### config.mk
export PLATFORM = sky130hd
export DESIGN_NAME = seq_alu
export DESIGN_NICKNAME = d
export VERILOG_FILES = /design/src/rtl/seq_alu_pkg.sv /design/src/rtl/seq_alu_mul.sv /design/src/rtl/seq_alu.sv
export SDC_FILE = /design/constraint.sdc
export NUM_CORES = 1
export LEC_CHECK = 0
export CAP_MARGIN = 20
export CORE_AREA = 2 2 85 87
export DETAILED_ROUTE_END_ITERATION = 7
export DIE_AREA = 0 0 87 89
export PLACE_DENSITY = 0.91
export SYNTH_ARGS = -nofsm -noshare
export SYNTH_HDL_FRONTEND = slang
export SYNTH_SLANG_ARGS = --single-unit
### constraint.sdc
create_clock -name clk -period 2.45 [get_ports clk]
set_clock_uncertainty 0.05 [all_clocks]
set_input_delay 0.49 -clock clk [delete_from_list [all_inputs] [get_ports clk]]
set_output_delay 0.49 -clock clk [all_outputs]
set_load 0.01 [all_outputs]
### src/rtl/seq_alu_pkg.sv
// seq_alu_pkg: shared definitions for the registered sequential ALU.
//   - opcode constants OP_ADD .. OP_MUL (3-bit opcode space)
//   - state_t: controller states IDLE / MUL / DONE
//   - FLAG_* : bit positions inside the {N,Z,C,V} flags vector
package seq_alu_pkg;

  localparam logic [2:0] OP_ADD = 3'b000;
  localparam logic [2:0] OP_SUB = 3'b001;
  localparam logic [2:0] OP_AND = 3'b010;
  localparam logic [2:0] OP_OR  = 3'b011;
  localparam logic [2:0] OP_XOR = 3'b100;
  localparam logic [2:0] OP_SHL = 3'b101;
  localparam logic [2:0] OP_SHR = 3'b110;
  localparam logic [2:0] OP_MUL = 3'b111;

  typedef enum logic [1:0] {
    IDLE = 2'd0,
    MUL  = 2'd1,
    DONE = 2'd2
  } state_t;

  localparam int FLAG_N = 3;
  localparam int FLAG_Z = 2;
  localparam int FLAG_C = 1;
  localparam int FLAG_V = 0;

endpackage

### src/rtl/seq_alu_mul.sv
// seq_alu_mul: unsigned shift-add multiplier, one partial-product step per cycle.
// Ports:
//   clk, rst_n : clock, asynchronous active-low reset (discards any product in flight)
//   start      : load a (multiplicand) and b (multiplier); ignored while busy is high
//   a, b       : WIDTH-bit unsigned operands
//   busy       : a multiplication is stepping
//   done       : high during the cycle of the final step; product is complete after that edge
//   product    : 2*WIDTH-bit result register
module seq_alu_mul #(
  parameter int WIDTH = 8
) (
  input  logic                 clk,
  input  logic                 rst_n,
  input  logic                 start,
  input  logic [WIDTH-1:0]     a,
  input  logic [WIDTH-1:0]     b,
  output logic                 busy,
  output logic                 done,
  output logic [2*WIDTH-1:0]   product
);

  localparam int CW = $clog2(WIDTH + 1);

  logic [WIDTH-1:0] mcand;
  logic [CW-1:0]    count;
  logic [WIDTH:0]   sum;

  // The low half of product starts as the multiplier and is shifted out one
  // bit per step; the high half accumulates the partial products.
  always_comb begin
    sum = {1'b0, product[2*WIDTH-1:WIDTH]} + ({(WIDTH+1){product[0]}} & {1'b0, mcand});
  end

  assign busy = (count != '0);
  assign done = (count == CW'(1));

  always_ff @(posedge clk or negedge rst_n) begin
    if (!rst_n) begin
      mcand   <= '0;
      count   <= '0;
      product <= '0;
    end else if (start && !busy) begin
      mcand   <= a;
      product <= {{WIDTH{1'b0}}, b};
      count   <= CW'(WIDTH);
    end else if (busy) begin
      product <= {sum, product[WIDTH-1:1]};
      count   <= count - CW'(1);
    end
  end

endmodule

### src/rtl/seq_alu.sv
// seq_alu: registered ALU with valid/ready handshakes and a multi-cycle multiply.
// Optional feature: define SEQ_ALU_FLAGS_EN to add the 4-bit {N,Z,C,V} flags output.
// Ports:
//   clk, rst_n            : clock, asynchronous active-low reset
//   in_valid / in_ready   : operation handshake (a, b, cin, s sampled on transfer)
//   a, b, cin, s          : operands, carry/shift-in, 3-bit opcode
//   out_valid / out_ready : result handshake
//   alu_out, alu_out_hi   : result (low / high product half for MUL; hi=0 otherwise)
//   alu_cout              : carry-out or bit shifted out
//   flags                 : {N,Z,C,V} (only with SEQ_ALU_FLAGS_EN)
//   dbg_state             : controller state, for observation only
//
// Handshake: a transfer happens on any rising edge where valid && ready.
// valid never depends on ready; once out_valid is high the result registers
// hold until the edge where out_ready is also high. in_ready is high only in
// IDLE with the result slot free or being drained in the same cycle, so a
// result is consumed and a new operation accepted on the same edge.
module seq_alu
  import seq_alu_pkg::*;
#(
  parameter int WIDTH = 8
) (
  input  logic             clk,
  input  logic             rst_n,
  input  logic             in_valid,
  output logic             in_ready,
  input  logic [WIDTH-1:0] a,
  input  logic [WIDTH-1:0] b,
  input  logic             cin,
  input  logic [2:0]       s,
  output logic             out_valid,
  input  logic             out_ready,
  output logic [WIDTH-1:0] alu_out,
  output logic [WIDTH-1:0] alu_out_hi,
  output logic             alu_cout,
`ifdef SEQ_ALU_FLAGS_EN
  output logic [3:0]       flags,
`endif
  output state_t           dbg_state
);

  state_t             state;
  logic               live;       // low until the first edge after reset release
  logic               accept;
  logic               mul_busy;
  logic               mul_done;
  logic [2*WIDTH-1:0] mul_product;
  logic [WIDTH:0]     arith;
  logic [WIDTH-1:0]   res;
  logic               res_c;
`ifdef SEQ_ALU_FLAGS_EN
  logic               res_v;
`endif

  assign in_ready  = live && (state == IDLE) && !mul_busy && (!out_valid || out_ready);
  assign accept    = in_valid && in_ready;
  assign dbg_state = state;

  seq_alu_mul #(.WIDTH(WIDTH)) u_mul (
    .clk     (clk),
    .rst_n   (rst_n),
    .start   (accept && (s == OP_MUL)),
    .a       (a),
    .b       (b),
    .busy    (mul_busy),
    .done    (mul_done),
    .product (mul_product)
  );

  // Single-cycle datapath; arithmetic is WIDTH+1 bits so the top bit is the carry.
  always_comb begin
    arith = '0;
    res   = '0;
    res_c = 1'b0;
    case (s)
      OP_ADD: begin
        arith = {1'b0, a} + {1'b0, b} + {{WIDTH{1'b0}}, cin};
        res   = arith[WIDTH-1:0];
        res_c = arith[WIDTH];
      end
      OP_SUB: begin
        arith = {1'b0, a} + {1'b0, ~b} + {{WIDTH{1'b0}}, cin};
        res   = arith[WIDTH-1:0];
        res_c = arith[WIDTH];
      end
      OP_AND: res = a & b;
      OP_OR:  res = a | b;
      OP_XOR: res = a ^ b;
      OP_SHL: begin
        res   = {a[WIDTH-2:0], cin};
        res_c = a[WIDTH-1];
      end
      OP_SHR: begin
        res   = {cin, a[WIDTH-1:1]};
        res_c = a[0];
      end
      default: ;
    endcase
  end

`ifdef SEQ_ALU_FLAGS_EN
  // Signed overflow: operands (b inverted for SUB) share a sign the result lacks.
  always_comb begin
    res_v = 1'b0;
    if (s == OP_ADD)
      res_v = (a[WIDTH-1] == b[WIDTH-1]) && (res[WIDTH-1] != a[WIDTH-1]);
    else if (s == OP_SUB)
      res_v = (a[WIDTH-1] != b[WIDTH-1]) && (res[WIDTH-1] != a[WIDTH-1]);
  end
`endif

  always_ff @(posedge clk or negedge rst_n) begin
    if (!rst_n) begin
      state      <= IDLE;
      live       <= 1'b0;
      out_valid  <= 1'b0;
      alu_out    <= '0;
      alu_out_hi <= '0;
      alu_cout   <= 1'b0;
`ifdef SEQ_ALU_FLAGS_EN
      flags      <= '0;
`endif
    end else begin
      live <= 1'b1;
      if (out_valid && out_ready) out_valid <= 1'b0;
      case (state)
        IDLE: begin
          if (accept) begin
            if (s == OP_MUL) begin
              state <= MUL;
            end else begin
              alu_out    <= res;
              alu_out_hi <= '0;
              alu_cout   <= res_c;
              out_valid  <= 1'b1;
`ifdef SEQ_ALU_FLAGS_EN
              flags[FLAG_N] <= res[WIDTH-1];
              flags[FLAG_Z] <= (res == '0);
              flags[FLAG_C] <= res_c;
              flags[FLAG_V] <= res_v;
`endif
            end
          end
        end
        MUL: begin
          if (mul_done) state <= DONE;
        end
        DONE: begin
          // Never overwrite an unconsumed result.
          if (!out_valid || out_ready) begin
            alu_out    <= mul_product[WIDTH-1:0];
            alu_out_hi <= mul_product[2*WIDTH-1:WIDTH];
            alu_cout   <= 1'b0;
            out_valid  <= 1'b1;
            state      <= IDLE;
`ifdef SEQ_ALU_FLAGS_EN
            flags[FLAG_N] <= mul_product[2*WIDTH-1];
            flags[FLAG_Z] <= (mul_product == '0);
            flags[FLAG_C] <= 1'b0;
            flags[FLAG_V] <= 1'b0;
`endif
          end
        end
        default: state <= IDLE;
      endcase
    end
  end

endmodule

==> results_dict.tcl, run 1 <==
set metrics [dict create \
    outcome "finished with violations" \
    violations "design-rule violations" \
    synth_cell_types 55 \
    diodes 0 \
    holdWs_ns 0.215 \
    seqPwrFrac_pct 37.3 \
    rsz0062_at_grt "false" \
    h-tree-depth 2 \
    final_cell_mix "69 x buf_4, 48 x nand2_1, 47 x dfrtp_1" \
    ctsHoldBuffers 0 \
    root_buffer "clkbuf_8" \
    place.gp.congestion 1.05 \
    ys_seq_area_share_pct 32.1 \
    drc 17 \
    syn2layout_area_growth_pct 31.9 \
    syn_area_sq_um 3820 \
    max-cap-violations 0 \
    finalCritPeriodShare_pct 98.2 \
    hp-class "primary input to async pin" \
    critical_path_required_ns 2.60 \
    peakVddDrop_mv 0.312 \
    cp_top_family "compound AO/OA/AOI/OAI gates" \
    reg2reg_from "u_mul.product[0]" \
    clock-sinks 49 \
    p_comb_share_pct 45.5 \
    core_area_sq_um 6720 \
    cp.arrival_ns 2.56 \
    die_area_sq_um 7740 \
    hold_viol 0 \
    dp_hpwl_um 8650 \
    clkPwrFrac_pct 17.3 \
    port_buffers 44 \
    syn_area_per_cell_sq_um 8.87 \
    grt.total_usage_pct 32.9 \
    power_density_nw_per_um2 708 \
    worstSetupPathType "primary input to flip-flop" \
    insertion_delay_ns 0.32 \
    yosys_warnings 0 \
    nets 594 \
    setup_viol 0 \
    final_max_slew_viol_count 0 \
    leakagePower_nw 2.37 \
    reg2reg_slack_ns 0.08 \
    layout_commonest_cell "buf_4" \
    endpoint_kind "flip-flop" \
    fin_util_pct 75.1 \
    first_pass_iters 8 \
    path_buf_inv 2 \
    slowest_delay_ns 0.49 \
    wire_per_inst_um 21.1 \
    via_per_inst 6.71 \
    startpoint_type "primary input" \
    tightest_slew_ns 0.644 \
    crit_chain "clkdlybuf4s50_1 > inv_1 > ha_1 > a21oi_1 > nand3_2 > o221ai_1 > o21ai_1 > o41ai_2" \
    seq_area_sq_um 1230 \
    ys.flop_type "dfrtp_1" \
    grt-ovfl-total 0 \
    relSlewSlack_pct 57.1 \
    num_io_pins 45 \
    p_int_mw 2.18 \
    antenna_found_initial 0 \
    synth_edf_count 0 \
    rr_endpoint "u_mul.product[13]" \
    cts_buffers 5 \
    crit_fanout 7 \
    start_util_pct 56.9 \
    grt_max_degree 50 \
    ant_nets 0 \
    period_minus_slack_ns 2.41 \
    synth_cells 431 \
    switchingPower_mw 1.39 \
    multi_input_area_sq_um 2480 \
    grt_pass1_vias 3929 \
    crit_slowest_cell "clkdlybuf4s50_1" \
    max_freq_mhz 416 \
    drive_gt1_share_pct 25.8 \
    synth-seq-cells 49 \
    fin_tns_setup_ns 0 \
    cts_tree "done" \
    core.rowCount 30 \
    reg2reg_depth 10 \
    cts.path.max_buffers 2 \
    die_w_um 87 \
    routed_wl_um 12900 \
    vias 4102 \
    p_sw_share_pct 39.1 \
    grt_pass1_wl_um 19600 \
    syn_nets 495 \
    fill_cells 407 \
    drt_iter0_markers 656 \
    path_clk_slew_ns 0.11 \
    die_h_um 89 \
    async_reset_ff_share_pct 100 \
]
-- timing repair --
item	in CTS	in global routing
pin swaps	10	11
setup endpoints to repair	10	24
resized for setup	29	27
gates cloned	0	0
setup buffers	1	3
-- area by class of cell --
type / instances / share of cell area, %
clock inverter: 3 / 0.868
clock buffer: 5 / 1.36
sequential: 49 / 24.4
timing repair buffer: 116 / 19.7
multi-input combinational: 325 / 49.2
tap: 80 / 1.98
inverter: 33 / 2.46
-- kinds of logic (layout without fill, tap and decap cells) --
logic type      count (synthesis)  count (layout)  share of synthesized area (%)
compound gates                122             122                           21.5
other cells                     1               1                         0.0980
flops                          49              49                           32.1
fa+ha+maj                      40              40                           14.1
buf+inv                        57             157                           6.12
xor+xnor                       10              10                           2.29
simple gates                  130             130                           17.1
mux                            22              22                           6.77
-- Yosys cell counts (all sizes together) (3+ instances only) --
master	count	share of area [%]
o22ai	7	1.1
o221ai	6	1.4
a31oi	5	0.82
inv	33	3.2
nand2b	6	0.98
buf	13	1.8
clkbuf	11	1.1
o41ai	4	1.1
nor4	3	0.88
mux2	11	3.2
ha	35	11
dfrtp	49	32
nor2b	8	1.3
xor2	3	0.69
or2	3	0.49
mux2i	9	2.4
and2	8	1.3
a21oi	24	3.1
o211ai	4	0.79
nand2	49	4.8
nor2	23	2.3
o21a	3	0.59
o31ai	3	0.59
nor3	9	1.2
a21o	3	0.59
fa	5	2.6
xnor2	7	1.6
a22o	7	1.6
nand3	13	1.7
o21ai	27	3.5
a211oi	3	0.59
a22oi	10	2.0
-- per-stage QoR --
stage	worst slack [ns]	instances	power (mW)	area, sq um
6_report	0.0440	611	3.57	5040
5_1_grt	0.00780	611	3.73	5040
4_1_cts	-0.0603	608	3.43	4970
3_5_place_dp	-0.649	599	2.79	4790
3_3_place_gp	-0.537	599	2.69	4790
2_1_floorplan	0.0156	431	2.08	3830
-- power groups by stage --
stage | Sequential [mW] | Combinational, mW | Clock [mW]
6_report | 1.33 | 1.62 | 0.616
5_1_grt | 1.35 | 1.74 | 0.639
4_1_cts | 1.31 | 1.52 | 0.602
3_5_place_dp | 1.32 | 1.47 | 0
3_3_place_gp | 1.30 | 1.39 | 0
2_1_floorplan | 1.30 | 0.773 | 0
-- state kept, by name, summed over array words and instances (netlist names) --
signal and cells:
u_mul.product 16, alu_out 8, alu_out_hi 8, u_mul.mcand 8, u_mul.count 4, dbg_state 2, alu_cout 1, live 1
out_valid 1
-- how the worst max path moves through the flow --
stage | from | endpoint | slack (ns) | depth (start not counted)
after floorplan | a[0] | alu_out[1] | 0.02 | 9
after global placement | a[0] | alu_out[1] | -0.54 | 10
after detailed placement | a[0] | alu_out[6] | -0.65 | 10
after CTS | b[0] | alu_out[6] | -0.06 | 10
after global routing | b[5] | alu_out[6] | 0.008 | 9
final | b[3] | alu_out[6] | 0.04 | 8
-- per-layer routing --
metal	up-vias	track usage, %	routed length, um
met3	114	5.72	1310
li1	1727	-	-
met4	0	17.2	847
met2	352	55.9	6020
met1	1909	40.0	4720
met5	-	0	0
(Power assumes the default switching activity.)
==> run 2: changes to the inputs <==
--- a/config.mk
+++ b/config.mk
@@ -6,10 +6,10 @@
 export NUM_CORES = 1
 export LEC_CHECK = 0
 export CAP_MARGIN = 20
-export CORE_AREA = 2 2 85 87
+export CORE_AREA = 2 2 91 93
 export DETAILED_ROUTE_END_ITERATION = 7
-export DIE_AREA = 0 0 87 89
-export PLACE_DENSITY = 0.91
+export DIE_AREA = 0 0 93 95
+export PLACE_DENSITY = 0.82
 export SYNTH_ARGS = -nofsm -noshare
 export SYNTH_HDL_FRONTEND = slang
 export SYNTH_SLANG_ARGS = --single-unit
==> run 2 against run 1 <==
  * The flow now finishes without violations
  * Sequential cell count unchanged
  * Non-clock buffer count is 21 higher
  * Sequential share of layout area decreased by 0.72 points
  * Register-to-register slack better by 0.02 ns
  * Utilization fell by 9.6 points
  * Sequential power about the same
  * Critical path type unchanged
==> results_dict.tcl, run 2 (synthesis gave the netlist of run 1 again) <==
set metrics [dict create \
    root_buffer "clkbuf_8" \
    worstSetupPathType "primary input to flip-flop" \
    leakagePower_nw 2.44 \
    setup_viol 0 \
    hp-class "primary input to async pin" \
    core.rowCount 33 \
    period_minus_slack_ns 2.40 \
    insertion_delay_ns 0.30 \
    drc 0 \
    slowest_delay_ns 0.43 \
    reg2reg_slack_ns 0.10 \
    power_density_nw_per_um2 662 \
    crit_fanout 6 \
    rr_endpoint "u_mul.mcand[5]" \
    max_freq_mhz 417 \
    nets 615 \
    max-cap-violations 0 \
    rsz0062_at_grt "true" \
    reg2reg_from "u_mul.count[1]" \
    cp.arrival_ns 2.55 \
    outcome "completed" \
    cts_tree "done" \
    p_sw_share_pct 37.7 \
    clock-sinks 49 \
    cts_buffers 5 \
    crit_start "a[1]" \
    crit_chain "clkdlybuf4s50_1 > buf_4 > fa_2 > a21oi_2 > o41ai_1 > o311ai_1 > o21ai_1 > o41ai_1" \
    ant_nets 0 \
    antenna_found_initial 0 \
    crit_slowest_cell "clkdlybuf4s50_1" \
    grt_max_degree 26 \
    tightest_slew_ns 0.576 \
    crit_end "alu_out[6]" \
    final_max_slew_viol_count 0 \
    clkPwrFrac_pct 14.4 \
    first_pass_iters 5 \
    die_area_sq_um 8840 \
    fin_ws_ns 0.0503 \
    fill_cells 664 \
    regMostFlops "u_mul.product" \
    place.gp.congestion 0.977 \
    startpoint_type "primary input" \
    seq_area_sq_um 1230 \
    final_cells 656 \
    finalCritPeriodShare_pct 97.9 \
    largest_reg_flops 16 \
    p_int_mw 2.14 \
    start_util_pct 48.2 \
    path_clk_slew_ns 0.09 \
    endpoint_kind "flip-flop" \
    routed_wl_um 11100 \
    placed_area_sq_um 4950 \
    grt.total_usage_pct 25.8 \
    ctsHoldBuffers 0 \
    vias 3754 \
    dpl.cell_count 641 \
    peakVddDrop_mv 0.383 \
    die_h_um 95 \
    syn2layout_area_growth_pct 35.8 \
    dp_hpwl_um 8610 \
    critical_path_required_ns 2.60 \
    drt_iter0_markers 207 \
    core_area_sq_um 7930 \
    worst_path_most_repeated_cell "o41ai_1" \
    die_w_um 93 \
    cts.path.max_buffers 2 \
    wire_per_inst_um 16.9 \
    place_ws_ns -0.632 \
    switchingPower_mw 1.30 \
    grt_pass1_vias 3743 \
    multi_input_area_sq_um 2470 \
    reg2reg_depth 9 \
    drive_gt1_share_pct 27.0 \
    final_cell_mix "91 x buf_4, 49 x nand2_1, 48 x dfrtp_1" \
    h-tree-depth 2 \
    num_io_pins 45 \
    hold_viol 0 \
    diodes 0 \
    port_buffers 44 \
    p_comb_share_pct 47.9 \
    via_per_inst 5.72 \
    grt_pass1_wl_um 18100 \
    layout_commonest_cell "buf_4" \
    fin_area_sq_um 5190 \
    relSlewSlack_pct 61.6 \
    seqPwrFrac_pct 37.7 \
    grt-ovfl-total 0 \
]
-- run 2: power groups by stage --
stage | sequential [mW] | combinational [mW] | clock (mW)
after CTS | 1.29 | 1.56 | 0.504
after global placement | 1.29 | 1.47 | 0
after floorplan | 1.30 | 0.773 | 0
after detailed placement | 1.30 | 1.53 | 0
after global routing | 1.32 | 1.81 | 0.534
final | 1.30 | 1.65 | 0.497
-- run 2: critical path: cells and delay by family --
family	cells	cell delay (ns)
AO/OA/AOI/OAI	5	1.04
adder cells (fa/ha/maj)	1	0.41
buffers and inverters	2	0.61
-- run 2: worst min-delay path by stage --
stage	cells after the start	slack [ns]	to	from
after floorplan	0	0.14	alu_cout	rst_n
after global placement	2	0.41	alu_out[0]	alu_out[0]
after detailed placement	2	0.43	alu_out[5]	alu_out[5]
after CTS	1	0.14	alu_out_hi[7]	rst_n
after global routing	1	0.17	alu_out_hi[7]	rst_n
final	1	0.12	u_mul.count[0]	rst_n
-- run 2: metal layers --
layer,vias up,wire length (um),GRT usage [%]
met4,0,333,9.56
li1,1774,-,-
met5,-,0,0
met2,138,5420,44.1
met3,28,540,3.27
met1,1814,4770,33.5
-- run 2: per-stage QoR --
| step | power, mW | util (%) | hold WS [ns] | setup TNS (ns) |
|---|---|---|---|---|
| final | 3.44 | 65.5 | 0.124 | 0 |
| after global routing | 3.67 | 65.5 | 0.169 | -0.0684 |
| after CTS | 3.35 | 64.1 | 0.139 | 0 |
| after detailed placement | 2.83 | 62.4 | 0.427 | -4.26 |
| after global placement | 2.75 | 62.4 | 0.415 | -3.51 |
| after floorplan | 2.08 | - | 0.144 | 0 |
-- run 2: cell type report --
cell class              instances  share of cell area (%)
flip-flops and latches         49                    23.6
clock inverters                 1                   0.145
repair buffers                137                    22.1
clock buffers                   6                    1.59
multi-input cells             325                    47.6
well taps                     105                    2.53
inverters                      33                    2.39
-- run 2: repair_timing --
item | in CTS | in global routing
endpoints found under the setup margin | 9 | 17
buffers inserted | 2 | 6
pin swaps | 6 | 8
resized for setup | 17 | 27
==> run 3: changes to the inputs <==
--- a/config.mk
+++ b/config.mk
@@ -13,3 +13,4 @@
 export SYNTH_ARGS = -nofsm -noshare
 export SYNTH_HDL_FRONTEND = slang
 export SYNTH_SLANG_ARGS = --single-unit
+export TNS_END_PERCENT = 1
==> run 3 against run 2 <==
  * Combinational power fell by 4%
  * Sequential power barely moved
  * Worst setup slack improved by 0.056 ns
  * Maximum frequency rose by 2.4%
  * Largest power group unchanged
==> results_dict.tcl, run 3 (synthesis gave the netlist of run 1 again) <==
set metrics [dict create \
    max-cap-violations 0 \
    diodes 0 \
    holdWs_ns 0.129 \
    endpoint_kind "flip-flop" \
    fin_area_sq_um 5160 \
    clock-sinks 49 \
    antenna_found_initial 0 \
    period_minus_slack_ns 2.34 \
    final_cell_mix "87 x buf_4, 49 x nand2_1, 49 x dfrtp_1" \
    reg2reg_depth 10 \
    drive_gt1_share_pct 26.5 \
    crit_start "u_mul.product[0]" \
    num_io_pins 45 \
    grt_max_degree 26 \
    cts_buffers 5 \
    path_clk_slew_ns 0.09 \
    die_h_um 95 \
    first_pass_iters 7 \
    reg2reg_from "u_mul.product[0]" \
    seq_area_sq_um 1230 \
    vias 3736 \
    tightest_slew_ns 0.590 \
    grt_pass1_vias 3737 \
    routed_wl_um 11100 \
    via_per_inst 5.73 \
    final_max_slew_viol_count 0 \
    insertion_delay_ns 0.30 \
    fill_cells 659 \
    outcome "completed" \
    cts.path.max_buffers 2 \
    setup_viol 0 \
    critical_path_required_ns 2.60 \
    final_cells 652 \
    grt_pass1_wl_um 18000 \
    placed_area_sq_um 4950 \
    die_area_sq_um 8840 \
    power_density_nw_per_um2 654 \
    rr_endpoint "u_mul.product[13]" \
    grt.total_usage_pct 25.7 \
    start_util_pct 48.2 \
    leakagePower_nw 2.43 \
    h-tree-depth 2 \
    syn2layout_area_growth_pct 34.8 \
    startpoint_type "flip-flop" \
    largest_reg_flops 16 \
    max_freq_mhz 427 \
    worstSetupPathType "flip-flop to flip-flop" \
    wire_per_inst_um 17.0 \
    root_buffer "clkbuf_8" \
    hold_viol 0 \
    drt_iter0_markers 199 \
    cts_tree "done" \
    core_area_sq_um 7930 \
    cp.arrival_ns 2.49 \
    port_buffers 44 \
    ant_nets 0 \
    reg2reg_slack_ns 0.11 \
    die_w_um 93 \
    hp-class "primary input to async pin" \
    drc 0 \
    fin_util_pct 65.0 \
    grt-ovfl-total 0 \
    peakVddDrop_mv 0.382 \
    crit_fanout 4 \
    core.rowCount 33 \
    dpl.cell_count 641 \
    relSlewSlack_pct 60.7 \
    dp_hpwl_um 8610 \
    layout_commonest_cell "buf_4" \
    place.gp.congestion 0.977 \
    regMostFlops "u_mul.product" \
    multi_input_area_sq_um 2460 \
    finalCritPeriodShare_pct 95.7 \
    nets 611 \
]
run 3: cell type report:
type	count	area share, %
Sequential cell	49	23.8
Clock buffer	6	1.60
Tap cell	105	2.55
Inverter	33	2.40
Timing Repair Buffer	133	21.7
Multi-Input combinational cell	325	47.8
Clock inverter	1	0.146
run 3: worst max-delay path, stage by stage, from the launching register on:
cell and delay [ns]:
dfrtp_1 0.43, and2_1 0.17, ha_1 0.20, inv_1 0.08, fa_1 0.21, nor2b_1 0.06
o21a_1 0.19, o21ai_1 0.17, a21boi_1 0.10, or3_1 0.33, a32o_1 0.26
run 3: report_power, final:
part           switching, mW  leakage [nW]  internal (mW)
logic                  0.780          1.73          0.800
registers              0.221         0.655           1.07
clock network          0.275        0.0433          0.224
run 3: worst max path at each step:
stage | to | slack (ns) | cells past startpoint
2_1_floorplan | alu_out[1] | 0.02 | 9
3_3_place_gp | alu_out[1] | -0.54 | 10
3_5_place_dp | alu_out[1] | -0.63 | 10
4_1_cts | alu_out[7] | -0.03 | 9
5_1_grt | alu_out[6] | -0.02 | 9
6_report | u_mul.product[13] | 0.11 | 10
run 3: routing by layer:
metal / GRT usage [%] / vias to the layer above / part of all wire [%]
met5: 0 / - / 0
met4: 9.56 / 0 / 2.7
met3: 3.27 / 27 / 6.3
met2: 43.8 / 150 / 49
met1: 33.5 / 1792 / 42
li1: - / 1767 / -
run 3: what timing repair did:
item	in CTS	in global routing
hold buffers	0	0
gates resized for setup	15	31
cloned	0	0
pin swaps	1	13
endpoints found under the setup margin	9	25
buffers inserted	2	2
run 3: stage by stage:
stage / TNS (ns) / power (mW) / worst slack (ns)
after detailed placement: -4.26 / 2.83 / -0.632
after global placement: -3.51 / 2.75 / -0.543
final: 0 / 3.37 / 0.106
after global routing: -0.0168 / 3.59 / -0.0168
after floorplan: 0 / 2.08 / 0.0156
after CTS: -0.0471 / 3.35 / -0.0331
